File: config.mk
export PLATFORM = sky130hd
export DESIGN_NAME = id_ex_stage_flat
export DESIGN_NICKNAME = d
export VERILOG_FILES = /design/src/rtl/id_ex_stage_if.sv /design/src/rtl/id_ex_stage.sv /design/src/flat_wrapper.sv
export SDC_FILE = /design/constraint.sdc
export NUM_CORES = 1
export LEC_CHECK = 0
export CAP_MARGIN = 25
export CORE_AREA = 2 2 261 263
export CTS_CLUSTER_SIZE = 10
export DETAILED_ROUTE_END_ITERATION = 7
export DIE_AREA = 0 0 263 265
export GPL_ROUTABILITY_DRIVEN = 1
export HOLD_SLACK_MARGIN = 0.12
export PLACE_DENSITY = 0.55
export SLEW_MARGIN = 10
export SYNTH_ARGS = -nofsm -noshare
export SYNTH_HDL_FRONTEND = slang
export SYNTH_SLANG_ARGS = --single-unit
File: constraint.sdc
create_clock -name clk -period 7.48 [get_ports clk]
set_input_delay 0.748 -clock clk [delete_from_list [all_inputs] [get_ports clk]]
set_output_delay 0.748 -clock clk [all_outputs]
set_load 0.05 [all_outputs]
File: src/rtl/id_ex_stage_if.sv
// id_ex_stage_if: decode-to-execute stage bus.
// Carries the decode-side valid/ready handshake and payload, the execute-side
// valid/ready handshake and registered payload, flush, register-file writeback
// and the bubble counter.
//   master : drives decode payload, ex_ready, flush, writeback; observes stage outputs
//   slave  : the pipeline register itself
interface id_ex_stage_if #(
    parameter int unsigned XLEN  = 64,
    parameter int unsigned CNT_W = 32
) ();
    // decode side
    logic            id_valid;
    logic            id_ready;
    logic [XLEN-1:0] id_pc;
    logic [XLEN-1:0] id_imm;
    logic [XLEN-1:0] id_rdata1;
    logic [XLEN-1:0] id_rdata2;
    logic [4:0]      id_rs1;
    logic [4:0]      id_rs2;
    logic [4:0]      id_rd;
    logic            id_use_rs1;
    logic            id_use_rs2;
    logic            id_reg_write;
    logic            id_mem_read;
    logic            id_mem_write;
    logic            id_mem_to_reg;
    logic            id_alu_src;
    logic            id_branch;
    logic [1:0]      id_alu_op;
    logic [3:0]      id_funct;

    // execute side
    logic            ex_valid;
    logic            ex_ready;
    logic [XLEN-1:0] ex_pc;
    logic [XLEN-1:0] ex_imm;
    logic [XLEN-1:0] ex_rdata1;
    logic [XLEN-1:0] ex_rdata2;
    logic [4:0]      ex_rs1;
    logic [4:0]      ex_rs2;
    logic [4:0]      ex_rd;
    logic [1:0]      ex_alu_op;
    logic [3:0]      ex_funct;
    logic            ex_reg_write;
    logic            ex_mem_read;
    logic            ex_mem_write;
    logic            ex_mem_to_reg;
    logic            ex_alu_src;
    logic            ex_branch;

    // control, writeback and status
    logic             flush;
    logic             wb_reg_write;
    logic [4:0]       wb_rd;
    logic [XLEN-1:0]  wb_data;
    logic [CNT_W-1:0] bubble_count;

    modport master (
        output id_valid, id_pc, id_imm, id_rdata1, id_rdata2, id_rs1, id_rs2, id_rd,
               id_use_rs1, id_use_rs2, id_reg_write, id_mem_read, id_mem_write,
               id_mem_to_reg, id_alu_src, id_branch, id_alu_op, id_funct,
               ex_ready, flush, wb_reg_write, wb_rd, wb_data,
        input  id_ready, ex_valid, ex_pc, ex_imm, ex_rdata1, ex_rdata2, ex_rs1, ex_rs2,
               ex_rd, ex_alu_op, ex_funct, ex_reg_write, ex_mem_read, ex_mem_write,
               ex_mem_to_reg, ex_alu_src, ex_branch, bubble_count
    );

    modport slave (
        input  id_valid, id_pc, id_imm, id_rdata1, id_rdata2, id_rs1, id_rs2, id_rd,
               id_use_rs1, id_use_rs2, id_reg_write, id_mem_read, id_mem_write,
               id_mem_to_reg, id_alu_src, id_branch, id_alu_op, id_funct,
               ex_ready, flush, wb_reg_write, wb_rd, wb_data,
        output id_ready, ex_valid, ex_pc, ex_imm, ex_rdata1, ex_rdata2, ex_rs1, ex_rs2,
               ex_rd, ex_alu_op, ex_funct, ex_reg_write, ex_mem_read, ex_mem_write,
               ex_mem_to_reg, ex_alu_src, ex_branch, bubble_count
    );
endinterface

File: src/rtl/id_ex_stage.sv
// id_ex_stage: single-entry ID/EX pipeline register.
// Captures decode operands/control under valid/ready, inserts a bubble on a
// load-use dependency, drops contents on flush, and keeps held operands
// coherent with register-file writeback.
// Ports:
//   clk    : clock, posedge
//   rst_n  : asynchronous active-low reset
//   bus    : id_ex_stage_if.slave (decode handshake/payload, execute handshake/
//            payload, flush, writeback, bubble_count)
// id_ready is combinational from the current inputs and held state.
module id_ex_stage #(
    parameter int unsigned XLEN  = 64,
    parameter int unsigned CNT_W = 32
) (
    input  logic           clk,
    input  logic           rst_n,
    id_ex_stage_if.slave   bus
);
    localparam int unsigned REG_W = 5;

    typedef struct packed {
        logic [XLEN-1:0]  pc;
        logic [XLEN-1:0]  imm;
        logic [XLEN-1:0]  rdata1;
        logic [XLEN-1:0]  rdata2;
        logic [REG_W-1:0] rs1;
        logic [REG_W-1:0] rs2;
        logic [REG_W-1:0] rd;
        logic [1:0]       alu_op;
        logic [3:0]       funct;
        logic             reg_write;
        logic             mem_read;
        logic             mem_write;
        logic             mem_to_reg;
        logic             alu_src;
        logic             branch;
    } payload_t;

    payload_t         pl_q, pl_d;
    logic             valid_q, valid_d;
    logic [CNT_W-1:0] cnt_q, cnt_d;

    logic hazard_c;
    logic id_ready_c;
    logic capture_c;
    logic wb_en_c;

    // Load-use detection and handshake qualification
    always_comb begin
        hazard_c   = bus.id_valid & valid_q & pl_q.mem_read & (pl_q.rd != '0) &
                     ((bus.id_use_rs1 & (bus.id_rs1 == pl_q.rd)) |
                      (bus.id_use_rs2 & (bus.id_rs2 == pl_q.rd)));
        id_ready_c = ~bus.flush & ~hazard_c & (~valid_q | bus.ex_ready);
        capture_c  = bus.id_valid & id_ready_c;
        // x0 is hard-wired, so a writeback to it never overrides an operand
        wb_en_c    = bus.wb_reg_write & (bus.wb_rd != '0);
    end

    assign bus.id_ready = id_ready_c;

    // Next-state: flush > capture > bubble > drain > hold
    always_comb begin
        pl_d    = pl_q;
        valid_d = valid_q;
        cnt_d   = cnt_q;

        if (bus.flush) begin
            valid_d = 1'b0;
        end else if (capture_c) begin
            valid_d        = 1'b1;
            pl_d.pc        = bus.id_pc;
            pl_d.imm       = bus.id_imm;
            pl_d.rdata1    = bus.id_rdata1;
            pl_d.rdata2    = bus.id_rdata2;
            pl_d.rs1       = bus.id_rs1;
            pl_d.rs2       = bus.id_rs2;
            pl_d.rd        = bus.id_rd;
            pl_d.alu_op    = bus.id_alu_op;
            pl_d.funct     = bus.id_funct;
            pl_d.reg_write = bus.id_reg_write;
            pl_d.mem_read  = bus.id_mem_read;
            pl_d.mem_write = bus.id_mem_write;
            pl_d.mem_to_reg= bus.id_mem_to_reg;
            pl_d.alu_src   = bus.id_alu_src;
            pl_d.branch    = bus.id_branch;
            // Register file is written this same edge; its read data is stale
            if (wb_en_c && (bus.wb_rd == bus.id_rs1)) pl_d.rdata1 = bus.wb_data;
            if (wb_en_c && (bus.wb_rd == bus.id_rs2)) pl_d.rdata2 = bus.wb_data;
        end else if (hazard_c && bus.ex_ready) begin
            valid_d = 1'b0;
            if (cnt_q != '1) cnt_d = cnt_q + CNT_W'(1);
        end else if (bus.ex_ready) begin
            valid_d = 1'b0;
        end else if (valid_q) begin
            // Stalled instruction picks up results written while it waits
            if (wb_en_c && (bus.wb_rd == pl_q.rs1)) pl_d.rdata1 = bus.wb_data;
            if (wb_en_c && (bus.wb_rd == pl_q.rs2)) pl_d.rdata2 = bus.wb_data;
        end
    end

    // State register
    always_ff @(posedge clk or negedge rst_n) begin
        if (!rst_n) begin
            pl_q    <= '0;
            valid_q <= 1'b0;
            cnt_q   <= '0;
        end else begin
            pl_q    <= pl_d;
            valid_q <= valid_d;
            cnt_q   <= cnt_d;
        end
    end

    assign bus.ex_valid      = valid_q;
    assign bus.ex_pc         = pl_q.pc;
    assign bus.ex_imm        = pl_q.imm;
    assign bus.ex_rdata1     = pl_q.rdata1;
    assign bus.ex_rdata2     = pl_q.rdata2;
    assign bus.ex_rs1        = pl_q.rs1;
    assign bus.ex_rs2        = pl_q.rs2;
    assign bus.ex_rd         = pl_q.rd;
    assign bus.ex_alu_op     = pl_q.alu_op;
    assign bus.ex_funct      = pl_q.funct;
    assign bus.ex_reg_write  = pl_q.reg_write;
    assign bus.ex_mem_read   = pl_q.mem_read;
    assign bus.ex_mem_write  = pl_q.mem_write;
    assign bus.ex_mem_to_reg = pl_q.mem_to_reg;
    assign bus.ex_alu_src    = pl_q.alu_src;
    assign bus.ex_branch     = pl_q.branch;
    assign bus.bubble_count  = cnt_q;
endmodule

File: src/flat_wrapper.sv
// flat-port wrapper written by rule: the top's interface ports become plain ports
module id_ex_stage_flat 
#(
    parameter int unsigned XLEN  = 64,
    parameter int unsigned CNT_W = 32
)
  (clk, rst_n, bus_id_valid, bus_id_pc, bus_id_imm, bus_id_rdata1, bus_id_rdata2, bus_id_rs1, bus_id_rs2, bus_id_rd, bus_id_use_rs1, bus_id_use_rs2, bus_id_reg_write, bus_id_mem_read, bus_id_mem_write, bus_id_mem_to_reg, bus_id_alu_src, bus_id_branch, bus_id_alu_op, bus_id_funct, bus_ex_ready, bus_flush, bus_wb_reg_write, bus_wb_rd, bus_wb_data, bus_id_ready, bus_ex_valid, bus_ex_pc, bus_ex_imm, bus_ex_rdata1, bus_ex_rdata2, bus_ex_rs1, bus_ex_rs2, bus_ex_rd, bus_ex_alu_op, bus_ex_funct, bus_ex_reg_write, bus_ex_mem_read, bus_ex_mem_write, bus_ex_mem_to_reg, bus_ex_alu_src, bus_ex_branch, bus_bubble_count);
  id_ex_stage_if #(.XLEN(XLEN), .CNT_W(CNT_W)) bus_i ();
  input  logic clk;
  input  logic rst_n;
  input wire logic [$bits(bus_i.id_valid)-1:0] bus_id_valid;
  input wire logic [$bits(bus_i.id_pc)-1:0] bus_id_pc;
  input wire logic [$bits(bus_i.id_imm)-1:0] bus_id_imm;
  input wire logic [$bits(bus_i.id_rdata1)-1:0] bus_id_rdata1;
  input wire logic [$bits(bus_i.id_rdata2)-1:0] bus_id_rdata2;
  input wire logic [$bits(bus_i.id_rs1)-1:0] bus_id_rs1;
  input wire logic [$bits(bus_i.id_rs2)-1:0] bus_id_rs2;
  input wire logic [$bits(bus_i.id_rd)-1:0] bus_id_rd;
  input wire logic [$bits(bus_i.id_use_rs1)-1:0] bus_id_use_rs1;
  input wire logic [$bits(bus_i.id_use_rs2)-1:0] bus_id_use_rs2;
  input wire logic [$bits(bus_i.id_reg_write)-1:0] bus_id_reg_write;
  input wire logic [$bits(bus_i.id_mem_read)-1:0] bus_id_mem_read;
  input wire logic [$bits(bus_i.id_mem_write)-1:0] bus_id_mem_write;
  input wire logic [$bits(bus_i.id_mem_to_reg)-1:0] bus_id_mem_to_reg;
  input wire logic [$bits(bus_i.id_alu_src)-1:0] bus_id_alu_src;
  input wire logic [$bits(bus_i.id_branch)-1:0] bus_id_branch;
  input wire logic [$bits(bus_i.id_alu_op)-1:0] bus_id_alu_op;
  input wire logic [$bits(bus_i.id_funct)-1:0] bus_id_funct;
  input wire logic [$bits(bus_i.ex_ready)-1:0] bus_ex_ready;
  input wire logic [$bits(bus_i.flush)-1:0] bus_flush;
  input wire logic [$bits(bus_i.wb_reg_write)-1:0] bus_wb_reg_write;
  input wire logic [$bits(bus_i.wb_rd)-1:0] bus_wb_rd;
  input wire logic [$bits(bus_i.wb_data)-1:0] bus_wb_data;
  output wire logic [$bits(bus_i.id_ready)-1:0] bus_id_ready;
  output wire logic [$bits(bus_i.ex_valid)-1:0] bus_ex_valid;
  output wire logic [$bits(bus_i.ex_pc)-1:0] bus_ex_pc;
  output wire logic [$bits(bus_i.ex_imm)-1:0] bus_ex_imm;
  output wire logic [$bits(bus_i.ex_rdata1)-1:0] bus_ex_rdata1;
  output wire logic [$bits(bus_i.ex_rdata2)-1:0] bus_ex_rdata2;
  output wire logic [$bits(bus_i.ex_rs1)-1:0] bus_ex_rs1;
  output wire logic [$bits(bus_i.ex_rs2)-1:0] bus_ex_rs2;
  output wire logic [$bits(bus_i.ex_rd)-1:0] bus_ex_rd;
  output wire logic [$bits(bus_i.ex_alu_op)-1:0] bus_ex_alu_op;
  output wire logic [$bits(bus_i.ex_funct)-1:0] bus_ex_funct;
  output wire logic [$bits(bus_i.ex_reg_write)-1:0] bus_ex_reg_write;
  output wire logic [$bits(bus_i.ex_mem_read)-1:0] bus_ex_mem_read;
  output wire logic [$bits(bus_i.ex_mem_write)-1:0] bus_ex_mem_write;
  output wire logic [$bits(bus_i.ex_mem_to_reg)-1:0] bus_ex_mem_to_reg;
  output wire logic [$bits(bus_i.ex_alu_src)-1:0] bus_ex_alu_src;
  output wire logic [$bits(bus_i.ex_branch)-1:0] bus_ex_branch;
  output wire logic [$bits(bus_i.bubble_count)-1:0] bus_bubble_count;
  assign bus_i.id_valid = bus_id_valid;
  assign bus_i.id_pc = bus_id_pc;
  assign bus_i.id_imm = bus_id_imm;
  assign bus_i.id_rdata1 = bus_id_rdata1;
  assign bus_i.id_rdata2 = bus_id_rdata2;
  assign bus_i.id_rs1 = bus_id_rs1;
  assign bus_i.id_rs2 = bus_id_rs2;
  assign bus_i.id_rd = bus_id_rd;
  assign bus_i.id_use_rs1 = bus_id_use_rs1;
  assign bus_i.id_use_rs2 = bus_id_use_rs2;
  assign bus_i.id_reg_write = bus_id_reg_write;
  assign bus_i.id_mem_read = bus_id_mem_read;
  assign bus_i.id_mem_write = bus_id_mem_write;
  assign bus_i.id_mem_to_reg = bus_id_mem_to_reg;
  assign bus_i.id_alu_src = bus_id_alu_src;
  assign bus_i.id_branch = bus_id_branch;
  assign bus_i.id_alu_op = bus_id_alu_op;
  assign bus_i.id_funct = bus_id_funct;
  assign bus_i.ex_ready = bus_ex_ready;
  assign bus_i.flush = bus_flush;
  assign bus_i.wb_reg_write = bus_wb_reg_write;
  assign bus_i.wb_rd = bus_wb_rd;
  assign bus_i.wb_data = bus_wb_data;
  assign bus_id_ready = bus_i.id_ready;
  assign bus_ex_valid = bus_i.ex_valid;
  assign bus_ex_pc = bus_i.ex_pc;
  assign bus_ex_imm = bus_i.ex_imm;
  assign bus_ex_rdata1 = bus_i.ex_rdata1;
  assign bus_ex_rdata2 = bus_i.ex_rdata2;
  assign bus_ex_rs1 = bus_i.ex_rs1;
  assign bus_ex_rs2 = bus_i.ex_rs2;
  assign bus_ex_rd = bus_i.ex_rd;
  assign bus_ex_alu_op = bus_i.ex_alu_op;
  assign bus_ex_funct = bus_i.ex_funct;
  assign bus_ex_reg_write = bus_i.ex_reg_write;
  assign bus_ex_mem_read = bus_i.ex_mem_read;
  assign bus_ex_mem_write = bus_i.ex_mem_write;
  assign bus_ex_mem_to_reg = bus_i.ex_mem_to_reg;
  assign bus_ex_alu_src = bus_i.ex_alu_src;
  assign bus_ex_branch = bus_i.ex_branch;
  assign bus_bubble_count = bus_i.bubble_count;
  id_ex_stage #(.XLEN(XLEN), .CNT_W(CNT_W)) u_core (.clk(clk), .rst_n(rst_n), .bus(bus_i));
endmodule
# --- Word-level counts from Yosys, hierarchy flattened ---
# Cells that the tools add are included.
totals:
  reg_bits: 316
  wordCells: 70
op_classes:
  n_addsub: 1
  bitwise: 16
  n_mux: 12
  eq_ne: 9
  reduce_logical: 15
op_table:
  columns: ["op", "count"]
  rows:
  - ["2-to-1 mux 128 bit", 4]
  - ["2-to-1 mux 64 bit", 4]
  - ["adder 32 x 1 -> 32 bit (second input constant)", 1]
  - ["inequality test 32 bit (second input constant)", 1]
  - ["equality test 5 bit", 6]
  - ["bitwise AND 1 bit", 10]
  - ["AND reduction 5 bit", 2]
  - ["nonzero test 5 bit", 2]
  - ["nonzero test 2 bit", 3]
  - ["logical AND 1 bit", 5]
  - ["2-to-1 mux 1 bit", 4]
  - ["inequality test 2 x 1 -> 1 bit (second input constant)", 2]
  - ["inverter 1 bit", 4]
  - ["AND reduction 4 bit", 1]
  - ["nonzero test 4 bit", 1]
  - ["bitwise OR 1 bit", 2]
  - ["AND reduction 2 bit", 1]

# --- Longest topological paths before layout ---
logic_depth:
  depth_word: 10
  ltp_mapped: 9

# --- Worst setup path after synthesis ---
# No wires, ideal clock.
synth_path:
  path_type: "flip-flop to output port"
  start: "register u_core.pl_q (netlist bit u_core.bus.ex_rd[0])"
  end: "output bus_id_ready"
  required_ps: 6732
  stages_incl_launch_ff: 5
  arrival_ps: 2835
  slack_ps: 3897
  cell_sequence: "dfrtp_1 > or4_4 > o2111ai_1 > nor2_1 > nor3_1"
synth_via:
  elab_chain_len: 7
  elab_cells_between_ends: 11
synth_lines:
  columns: ["element", "line", "rtl"]
  rows:
  - ["from (decl)", "id_ex_stage.sv:39", "payload_t pl_q, pl_d;"]
  - ["from (signal assigned)", "id_ex_stage.sv:108", "pl_q <= pl_d;"]
  - ["equality test 5 bit, on equally long branches", "id_ex_stage.sv:51, id_ex_stage.sv:52", null]
  - ["bitwise AND 1 bit, on equally long branches", "id_ex_stage.sv:51, id_ex_stage.sv:52", null]
  - ["bitwise OR 1 bit", "id_ex_stage.sv:51", "((bus.id_use_rs1 & (bus.id_rs1 == pl_q.rd)) |"]
  - ["bitwise AND 1 bit *", "id_ex_stage.sv:50", "hazard_c = bus.id_valid & valid_q & pl_q.mem_read & (pl_q.rd != '0) &"]
  - ["inverter 1 bit *", "id_ex_stage.sv:53", "id_ready_c = ~bus.flush & ~hazard_c & (~valid_q | bus.ex_ready);"]
  - ["bitwise AND 1 bit * (2 in a row)", "id_ex_stage.sv:53", null]
  - ["to (decl)", "flat_wrapper.sv:34", "output wire logic [$bits(bus_i.id_ready)-1:0] bus_id_ready;"]
# Mark *: on every way between the ends. The rest lies on a longest branch, timed or not.

# --- Worst setup path in the final report ---
layout_path:
  start: "register u_core.pl_q (netlist bit u_core.bus.ex_rd[3])"
  end: "output bus_id_ready"
# Same word-level chain as after synthesis.

==> metrics list <==
- Top post-synthesis cells by area: dfrtp_1 (54%), mux2_2 (22%), mux2_4 (12%)
- Post-route cell area: roughly 0.023 sq mm
- In the final timing run, aggregate negative setup slack is 0 ns.
- The number of buffers and inverters on the critical path is 1.
* Global-route wire length before repair: 79.5 mm
- Routability-driven placement congestion ratio: around 0.8
* Biggest area consumer among synthesized cells: dfrtp_1
- Row generation in the floorplan step produced 95 rows.
* Drc violations: 0
- In the final layout, the share of cells above drive strength 1 is 0.293.
- After the first detailed-routing iteration, the DRC count stood at between 400 and 500.
- Peak supply drop: between 150 and 200 uV
- Of the total power, combinational logic draws 0.382.
- Total track usage: 0.151
- Unrepaired setup endpoints after global routing: false
- Required time of the worst setup path: about 6.7 ns
- Share of the synthesized area in the top cell type: 0.540
* Placeable core region: around 0.067 sq mm
* Highest net fanout along the worst path: 5
- Setup Fix Bufs, Post-CTS: 0
* Maximum Capacitance Violations: 0
- By instance count, the leading cell after synthesis is dfrtp_1.
- From left edge to right edge, the die measures around 260 um.
* Clock-pin slew reported for the worst setup and hold paths after clock tree synthesis: 0.06 ns
- Final setup violation count: 0
- Worst path max stage delay: approximately 1.0 ns
- In the synthesized netlist the async set-or-reset flop fraction comes to 1.00.
- Remaining number of nets flagged by the antenna check after routing: 0
- The number of gates resized after CTS was 0.
* Count of distinct cell types in the synthesized netlist: 38
- Clock tree synthesis found a total of 316 sinks.
- The final max-slew violation count was 0.
* Family of cells with the greatest summed delay on the critical path: simple AND/OR/NAND/NOR gates
- Insertion delay to the later sink of the worst-skew pair: roughly 0.55 ns
- Proportion of synthesized chip area in sequential cells: 0.540
* Post-synth net total: approximately 1300
- The initial antenna violation count is 8.
- Cells along the critical path: or4_4 -> o2111ai_1 -> nor2_1 -> nor3_1 -> clkdlybuf4s50_1
- Post-detailed-placement half-perimeter wirelength: just over 40 mm
- Dividing the detail-routed wire length by the instance count gives roughly 21 um.
* Most instantiated cells after synthesis: dfrtp_1 (316), mux2_2 (292), mux2_4 (120)
- Synthesis-to-finish area growth: 60.2%
- Max-Slew Margin vs Limit: 0.279
- The clock arrives with around 0.013 ns of skew.
- No sink is reached through more buffers than the 3 on the longest clock path.
- The run finished with clean final reports.
- The first detailed-routing pass took 4 iterations.
- The final route contains 10649 vias.
* Net Switching: about 2.5 mW
- Number of nets in the finished design: 1998
- Portion of the clock cycle consumed by the worst path in the final layout: 0.615
- Avg Inst Size Synth: about 15 sq um
- roughly 680 I/O pins were placed.
- Clock power share: 0.286
* Switching portion of total power: 0.374
- The critical path is of the reg -> out type.
* Leakage power figure: between 9 and 10 nW
* Clock H-tree levels: 2
- The die covers 0.0697 sq mm.
- Counting every instance in the synthesized netlist gives 960.
* Core occupancy in the finished layout: 0.351
- Critical Path Sink Type: primary output
- Number of flops mapped to enable cells by yosys: 0
- Slew of the pin with the lowest slew margin: approximately 1.1 ns
* Setup crit start kind: register
- Number of global-route vias before repair: 11813
* CTS Buf Count: between 40 and 50
* TritonCTS clock tree: yes
- Crit path DAT: approximately 3.9 ns
- GR Overflow Total: 0
* Largest net degree at the start of global routing: roughly 160
- Detail-routed via count per cell: about 4.2
- Most frequently used flop master after synthesis: dfrtp_1
* Standard cell with the maximum stage delay on the critical path: clkdlybuf4s50_1
* Warnings from Yosys: 0
- Final hold violation count: 0
* Cell Area, Placed: approximately 0.022 sq mm
- Clock root buffer: clkbuf_16
- Sequential Power Share: 0.333
* Total power divided by cell area: approximately 280 mW/mm^2
* Post-layout min period: 4.60 ns
* Top achievable clock speed: approximately 220 MHz
* Starting Density: 0.219
- Buffers inserted to repair hold after CTS numbered 0.
- During placement, the flow inserted port buffers numbering around 680.
- Int Pwr: a little over 4 mW
* Path class of the lowest-slack min-delay path: in -> async
- #FFs+latches synth: ~320
- Netlist area before placement: approximately 0.015 sq mm
* Routed Wire Length: 54.3 mm
- Die Ht: 265 um
[path summary, 6_finish.rpt]
path / startpoint / to / slack, ns / cells after the start
setup / recovery: u_core.bus.ex_rd[3] / bus_id_ready / 2.88 / 5
hold / removal: rst_n / u_core.bus.ex_rdata2[32] / 0.32 / 1
setup reg to reg: u_core.bus.ex_rd[3] / u_core.bus.ex_rdata1[0] / 3.28 / 6
hold reg to reg: u_core.bus.bubble_count[25] / u_core.bus.bubble_count[25] / 0.49 / 1
max in group asynchronous: rst_n / u_core.bus.ex_pc[20] / 5.61 / 2
min in group clk: u_core.bus.bubble_count[25] / u_core.bus.bubble_count[25] / 0.49 / 1
[power by group through the flow]
stage	clock network (mW)	registers, mW	logic (mW)
2_1_floorplan	0	3.23	0.499
3_3_place_gp	0	2.21	2.53
3_5_place_dp	0	2.22	2.54
4_1_cts	1.96	2.20	2.54
5_1_grt	2.03	2.23	2.61
6_report	1.88	2.19	2.52
[placed cells by master (no fill, tap or decap), types with 5 or more instances in the layout]
cell type / instances
xnor2_1: 26
mux2_2: 292
buf_4: 6
dfrtp_1: 316
nand4_1: 11
clkdlybuf4s50_1: 675
mux2_4: 120
nand2_1: 15
nor2_1: 11
inv_1: 5
clkbuf_16: 43
clkbuf_1: 11
xor2_1: 35
nand3_1: 16
nor4_1: 13
nor3_1: 20
clkbuf_8: 7
[final cells by class]
class	instances	area, sq um
tap	873	1090
fill	6508	43300
multi-input combinational	588	6320
antenna	4	10.0
clock buffer	61	1210
clock inverter	6	38.8
inverter	5	18.8
sequential	316	7910
timing repair buffer	685	6880
[stage by stage]
stage	setup slack [ns]	cells	hold slack, ns	total power [mW]
6_report	2.88	2538	0.315	6.59
5_1_grt	2.62	2536	0.369	6.88
4_1_cts	2.64	2533	0.351	6.70
3_5_place_dp	2.94	2466	0.483	4.76
3_3_place_gp	2.97	2466	0.484	4.75
2_1_floorplan	3.90	960	0.452	3.73
[layer usage]
layer,routed length (um),vias to the layer above,GRT usage
met2,26600,487,0.259
met4,1810,6,0.0570
met1,20400,5265,0.166
met5,37,-,0
li1,-,4802,-
met3,5500,89,0.0657
[cell families after synthesis]
group           count (synthesis)  synth area share
fa+ha+maj                       1          0.000854
flops                         316             0.540
buf+inv                        56            0.0305
xor+xnor                       61            0.0365
simple gates                  103            0.0372
compound gates                 11           0.00803
mux                           412             0.347
(Power assumes the default switching activity.)
